<file path="src/rtl/mul_pkg.sv">
// rtl/mul_pkg.sv - shared constants and state encoding for the nibble-serial multiplier
package mul_pkg;
    localparam int NIB_W     = 4;
    localparam int OP_W      = 8;
    localparam int PROD_W    = 16;
    localparam int ACC_W_DEF = 20;

    typedef enum logic [1:0] {
        IDLE = 2'd0,
        MUL  = 2'd1,
        DONE = 2'd2
    } state_t;
endpackage

</file>
<file path="src/rtl/seq_mul8_nibble_if.sv">
// rtl/seq_mul8_nibble_if.sv - operand/result handshake bundle for seq_mul8_nibble
interface seq_mul8_nibble_if #(
    parameter int ACC_W = mul_pkg::ACC_W_DEF
);
    logic                     in_valid;
    logic                     in_ready;
    logic [mul_pkg::OP_W-1:0] in_a;
    logic [mul_pkg::OP_W-1:0] in_b;
    logic                     in_acc;
    logic                       out_valid;
    logic                       out_ready;
    logic [mul_pkg::PROD_W-1:0] out_p;
    logic [ACC_W-1:0]           out_acc;
    logic                       busy;

    modport master (
        output in_valid, in_a, in_b, in_acc, out_ready,
        input  in_ready, out_valid, out_p, out_acc, busy
    );

    modport slave (
        input  in_valid, in_a, in_b, in_acc, out_ready,
        output in_ready, out_valid, out_p, out_acc, busy
    );
endinterface

</file>
<file path="src/rtl/mul4_unit.sv">
// rtl/mul4_unit.sv - combinational 4x4 unsigned multiplier as a sum of shifted AND rows
module mul4_unit
    import mul_pkg::*;
(
    input  logic [NIB_W-1:0]   x_i,
    input  logic [NIB_W-1:0]   y_i,
    output logic [2*NIB_W-1:0] p_o
);
    always_comb begin
        p_o = '0;
        for (int i = 0; i < NIB_W; i++) begin
            p_o = p_o + ((2*NIB_W)'(x_i & {NIB_W{y_i[i]}}) << i);
        end
    end
endmodule

</file>
<file path="src/rtl/seq_mul8_nibble.sv">
// rtl/seq_mul8_nibble.sv - sequential 8x8 multiplier, one nibble partial product per cycle, optional accumulate
module seq_mul8_nibble
    import mul_pkg::*;
#(
    parameter int ACC_W = ACC_W_DEF
) (
    input  logic             clk,
    input  logic             rst,
    seq_mul8_nibble_if.slave bus
);
    state_t              state_q;
    logic [1:0]          step_q;
    logic [OP_W-1:0]     a_q;
    logic [OP_W-1:0]     b_q;
    logic                acc_en_q;
    logic [PROD_W-1:0]   psum_q;
    logic [PROD_W-1:0]   psum_d;
    logic [PROD_W-1:0]   out_p_q;
    logic [ACC_W-1:0]    out_acc_q;
    logic [ACC_W-1:0]    acc_d;
    logic                out_valid_q;
    logic [NIB_W-1:0]    x_nib;
    logic [NIB_W-1:0]    y_nib;
    logic [2*NIB_W-1:0]  pp;
    logic                accept;

    // step[1] picks the a nibble, step[0] the b nibble
    assign x_nib = step_q[1] ? a_q[7:4] : a_q[3:0];
    assign y_nib = step_q[0] ? b_q[7:4] : b_q[3:0];

    mul4_unit u_mul4 (
        .x_i (x_nib),
        .y_i (y_nib),
        .p_o (pp)
    );

    always_comb begin
        psum_d = psum_q;
        case (step_q)
            2'd0:    psum_d = psum_q + PROD_W'(pp);
            2'd3:    psum_d = psum_q + (PROD_W'(pp) << 8);
            default: psum_d = psum_q + (PROD_W'(pp) << 4);
        endcase
    end

    assign acc_d  = acc_en_q ? (out_acc_q + ACC_W'(psum_d)) : ACC_W'(psum_d);
    assign accept = bus.in_valid & bus.in_ready;

    assign bus.in_ready  = (state_q == IDLE) | ((state_q == DONE) & bus.out_ready);
    assign bus.out_valid = out_valid_q;
    assign bus.out_p     = out_p_q;
    assign bus.out_acc   = out_acc_q;
    assign bus.busy      = (state_q != IDLE);

    always_ff @(posedge clk or posedge rst) begin
        if (rst) begin
            state_q     <= IDLE;
            step_q      <= 2'd0;
            a_q         <= '0;
            b_q         <= '0;
            acc_en_q    <= 1'b0;
            psum_q      <= '0;
            out_p_q     <= '0;
            out_acc_q   <= '0;
            out_valid_q <= 1'b0;
        end else if (accept) begin
            // also covers retiring a DONE result on the same edge
            state_q     <= MUL;
            step_q      <= 2'd0;
            a_q         <= bus.in_a;
            b_q         <= bus.in_b;
            acc_en_q    <= bus.in_acc;
            psum_q      <= '0;
            out_valid_q <= 1'b0;
        end else begin
            case (state_q)
                MUL: begin
                    psum_q <= psum_d;
                    step_q <= step_q + 2'd1;
                    if (step_q == 2'd3) begin
                        out_p_q     <= psum_d;
                        out_acc_q   <= acc_d;
                        out_valid_q <= 1'b1;
                        state_q     <= DONE;
                    end
                end
                DONE: begin
                    if (bus.out_ready) begin
                        out_valid_q <= 1'b0;
                        state_q     <= IDLE;
                    end
                end
                default: state_q <= IDLE;
            endcase
        end
    end
endmodule

</file>
<file path="src/flat_wrapper.sv">
// flat-port wrapper written by rule: the top's interface ports become plain ports
module seq_mul8_nibble_flat import mul_pkg::*;
#(
    parameter int ACC_W = ACC_W_DEF
)
  (clk, rst, bus_in_valid, bus_in_a, bus_in_b, bus_in_acc, bus_out_ready, bus_in_ready, bus_out_valid, bus_out_p, bus_out_acc, bus_busy);
  seq_mul8_nibble_if #(.ACC_W(ACC_W)) bus_i ();
  input  logic clk;
  input  logic rst;
  input wire logic [$bits(bus_i.in_valid)-1:0] bus_in_valid;
  input wire logic [$bits(bus_i.in_a)-1:0] bus_in_a;
  input wire logic [$bits(bus_i.in_b)-1:0] bus_in_b;
  input wire logic [$bits(bus_i.in_acc)-1:0] bus_in_acc;
  input wire logic [$bits(bus_i.out_ready)-1:0] bus_out_ready;
  output wire logic [$bits(bus_i.in_ready)-1:0] bus_in_ready;
  output wire logic [$bits(bus_i.out_valid)-1:0] bus_out_valid;
  output wire logic [$bits(bus_i.out_p)-1:0] bus_out_p;
  output wire logic [$bits(bus_i.out_acc)-1:0] bus_out_acc;
  output wire logic [$bits(bus_i.busy)-1:0] bus_busy;
  assign bus_i.in_valid = bus_in_valid;
  assign bus_i.in_a = bus_in_a;
  assign bus_i.in_b = bus_in_b;
  assign bus_i.in_acc = bus_in_acc;
  assign bus_i.out_ready = bus_out_ready;
  assign bus_in_ready = bus_i.in_ready;
  assign bus_out_valid = bus_i.out_valid;
  assign bus_out_p = bus_i.out_p;
  assign bus_out_acc = bus_i.out_acc;
  assign bus_busy = bus_i.busy;
  seq_mul8_nibble #(.ACC_W(ACC_W)) u_core (.clk(clk), .rst(rst), .bus(bus_i));
endmodule
</file>
<file path="config.mk">
export PLATFORM = sky130hd
export DESIGN_NAME = seq_mul8_nibble_flat
export DESIGN_NICKNAME = d
export VERILOG_FILES = /design/src/rtl/mul_pkg.sv /design/src/rtl/seq_mul8_nibble_if.sv /design/src/rtl/mul4_unit.sv /design/src/rtl/seq_mul8_nibble.sv /design/src/flat_wrapper.sv
export SDC_FILE = /design/constraint.sdc
export NUM_CORES = 1
export LEC_CHECK = 0
export ABC_AREA = 1
export BUFFER_PORTS_ARGS = -buffer_cell sky130_fd_sc_hd__buf_2
export CORE_ASPECT_RATIO = 1.4
export CORE_MARGIN = 5
export CORE_UTILIZATION = 60
export CTS_CLUSTER_DIAMETER = 200
export CTS_CLUSTER_SIZE = 25
export DETAILED_ROUTE_END_ITERATION = 8
export GPL_TIMING_DRIVEN = 1
export PLACE_DENSITY = 0.81
export SLEW_MARGIN = 20
export SYNTH_ARGS = -nofsm -noshare
export SYNTH_HDL_FRONTEND = slang
export SYNTH_SLANG_ARGS = --single-unit
</file>
<file path="constraint.sdc">
create_clock -name clk -period 6.53 [get_ports clk]
set_clock_uncertainty 0.05 [all_clocks]
set_input_delay 0.3265 -clock clk [delete_from_list [all_inputs] [get_ports clk]]
set_output_delay 0.3265 -clock clk [all_outputs]
set_load 0.03 [all_outputs]
</file>
==> summary.txt <==
Timing
  • Achievable frequency: 163 MHz
  • Part of the cycle the worst path needs: 93.9%
  • Final setup TNS: 0 ns
  • Max-slew violation count: 0
  • Worst slew margin: 22.9%
  • RSZ-0062 raised after global routing: no
  • Min Tclk post-route: 6.13 ns
  • Transition time at the pin with the least slew margin: 1.15 ns
  • Final setup viols: 0
  • Count of final hold-check violations: 0

GRT
  • Number of global-route vias before repair: 6187
  • Wire length of the first global-routing pass: 29.0 mm
  • Residual overflow from global routing: 0
  • Maximum number of pins on one net before global-route repair: 75
  • Overall routing resource usage: 29.0%
  • Number of antenna violations at the first check in global routing: 0

Final layout
  • Most frequent standard cell in the layout excluding fill and tap cells: sky130_fd_sc_hd__nand2_1
  • Area growth from synthesis to layout: 11.3%
  • Leading cell types in the layout, fill and taps excluded: sky130_fd_sc_hd__nand2_1, sky130_fd_sc_hd__nand3_1, sky130_fd_sc_hd__inv_1
  • Ant. Diodes: 0
  • Net count reported at finish: 1051
  • Fill cell count: 923
  • Fraction of final layout cells with drive strength greater than 1: 12.0%

CTS
  • Total clock buffers created by CTS: 9
  • Setup Buffers After CTS: 0
  • Skew-Pair Late Insertion Delay: 0.35 ns
  • # clock sinks: 74
  • Post-CTS Hold Buffers: 0
  • Root buffer cell: sky130_fd_sc_hd__clkbuf_16
  • Clock transition at the registers of the reported paths: 0.06 ns
  • Number of buffers on the longest clock path: 2
  • CTS tree: built
  • Number of H-tree levels: 3

Setup path
  • Crit-path most repeated cell: sky130_fd_sc_hd__nand2_1
  • Worst R2R Path Depth: 32
  • Data required time of the critical path: 6.72 ns
  • Element type at the critical path start: register
  • Highest-delay cell along the critical path: sky130_fd_sc_hd__fa_1
  • Longest individual stage delay on the worst path: 0.52 ns
  • FF-to-FF Start: u_core.step_q[1]
  • Biggest fanout along the worst timing path: 7
  • Path type of the worst setup path: reg2reg
  • Reg-to-reg slack, setup: 0.40 ns
  • CP Data Arrival Time: 6.32 ns
  • Critical Path Sink Type: register
  • Worst flop-to-flop path endpoint: u_core.bus.out_acc[10]

Routing
  • Initial drt markers: 416
  • Number of antenna-violating nets in the routed design: 0
  • Vias post-DR: 6308
  • Length of the first detailed-routing pass in iterations: 7
  • Routed vias/inst: 5.70
  • # DRC: 0
  • Total wire length after detailed routing: 17.8 mm
  • Average routed wire per standard cell: 16.1 um

Die
  • Core footprint: 10300 sq um
  • I/O Pins: 60
  • Die Span Y: 131 um
  • Die area: 12700 sq um
  • Width of the die: 96.5 um
  • Starting Density: 61.1%
  • Site row count: 44

Logic synthesis
  • Multiplexer share of the synthesized area: 0.318%
  • Synthesized flop and latch total: 74
  • Cells after Synth: 907
  • Biggest area consumer among synthesized cells: sky130_fd_sc_hd__dfrtp_1
  • Summed instance area of the synthesized netlist: 6290 sq um
  • Fraction of the yosys area taken by sequential cells: 29.5%
  • Area share of the largest cell type after synthesis: 29.5%
  • Compound-gate portion of the synthesized area: 12.1%
  • Fraction of the mapped netlist area in adder cells: 14.2%
  • Syn_nets: 994
  • Synth unique cells: 52
  • YS warnings: 0
  • Combinational family with the most area after synthesis: simple AND/OR/NAND/NOR gates
  • Xor and xnor fraction of the mapped netlist area: 1.39%
  • Leading post-synthesis cells by cell area: sky130_fd_sc_hd__dfrtp_1, sky130_fd_sc_hd__nand2_1, sky130_fd_sc_hd__ha_1
  • Async S/R FF share, synth: 100%
  • Post-Synthesis Mean Instance Area: 6.93 sq um
  • Number of flops mapped to enable cells by yosys: 0
  • Synthesized-area fraction occupied by and/or/nand/nor cells: 34.9%
  • Most used DFF post-synth: sky130_fd_sc_hd__dfrtp_1

Min path
  • Critical hold path startpoint: bus_in_a[3]
  • Class of the most critical hold timing path: in2reg
  • WHS Endpoint: u_core.a_q[3]
  • Number of instances on the worst hold path: 3

Run
  • Reported max-cap violation count: 0

Placed design
  • Port-buffer cells: 59
  • Last weighted congestion value of the routability-driven placer: 1.02
  • Half-perimeter wire length after placement: 13.7 mm

Outcome
  • Outcome: finished, final reports clean
stage by stage:
stage          utilization [%]  instances  hold WS (ns)  instance area (sq um)  setup slack, ns
4_1_cts                   67.9       1107         0.117                   6990            0.376
6_report                  68.0       1107         0.116                   7000            0.400
2_1_floorplan                -        907         0.386                   6290             1.13
3_3_place_gp              65.0       1091         0.409                   6700            0.489
5_1_grt                   68.0       1107         0.133                   7000           0.0174
3_5_place_dp              65.0       1091         0.411                   6700            0.437
timing repair:
item / CTS / global route
gates resized for setup: 0 / 7
setup endpoints to repair: 0 / 3
endpoints found under the hold margin: 0 / 0
worst max-delay path by stage:
stage	start	end	slack, ns	depth (start not counted)
2_1_floorplan	u_core.step_q[0]	u_core.bus.out_acc[10]	1.13	31
3_3_place_gp	u_core.step_q[0]	u_core.bus.out_acc[10]	0.49	31
3_5_place_dp	u_core.step_q[1]	u_core.bus.out_acc[10]	0.44	31
4_1_cts	u_core.step_q[1]	u_core.bus.out_acc[10]	0.38	31
5_1_grt	u_core.step_q[1]	u_core.bus.out_acc[14]	0.02	32
6_report	u_core.step_q[1]	u_core.bus.out_acc[10]	0.40	32
synth_stat cells (all sizes together), types with 3 or more instances:
library cell  count
nand2           294
inv             103
nand3           103
dfrtp            74
nor2             61
ha               57
a21oi            51
o21ai            50
or2              14
nand4            12
clkbuf            9
fa                9
and2              8
o22ai             8
buf               7
xor2              7
a21boi            6
nand3b            5
o211ai            3
o21a              3
xnor2             3
metal layers:
layer  part of all wire, %  vias up  GRT usage [%]
met2                    52      214           50.5
met3                   5.0       55           4.52
met5                     0        -              0
met4                   3.8        0           13.2
met1                    39     2935           34.0
li1                      -     3104              -
logic make-up (layout without fill, tap and decap cells):
logic type,Yosys count,in the layout
buffers and inverters,121,183
and+or+nand+nor,503,503
xor gates and xnor gates,10,10
AOI/OAI and AO/OA,131,131
DFF,74,74
muxes,2,2
adders and majority gates,66,66
cell type report:
cell class	count	area (sq um)	area share (%)
clock buffers	10	229	3.27
clock inverters	6	65.1	0.930
inverters	105	395	5.65
multi-input cells	712	3970	56.7
flip-flops and latches	74	1850	26.5
well taps	138	173	2.47
repair buffers	62	318	4.54
state kept, by name, indices dropped and copies added (netlist names):
name	count
u_core.acc_en_q	1
u_core.b_q	8
u_core.state_q	2
u_core.psum_q	16
u_core.bus.out_acc	20
u_core.bus.out_valid	1
u_core.a_q	8
u_core.bus.out_p	16
u_core.step_q	2
worst max-delay path: cells and delay by family, from the launching register on:
kind | cells | cell delay (ns)
DFF | 1 | 0.45
AOI/OAI and AO/OA | 4 | 0.83
adders and majority gates | 6 | 2.21
buffers and inverters | 5 | 0.39
and+or+nand+nor | 17 | 2.09
Power is not shown: default switching activity piles up to over one toggle a cycle in this logic, so the estimate is an artifact.
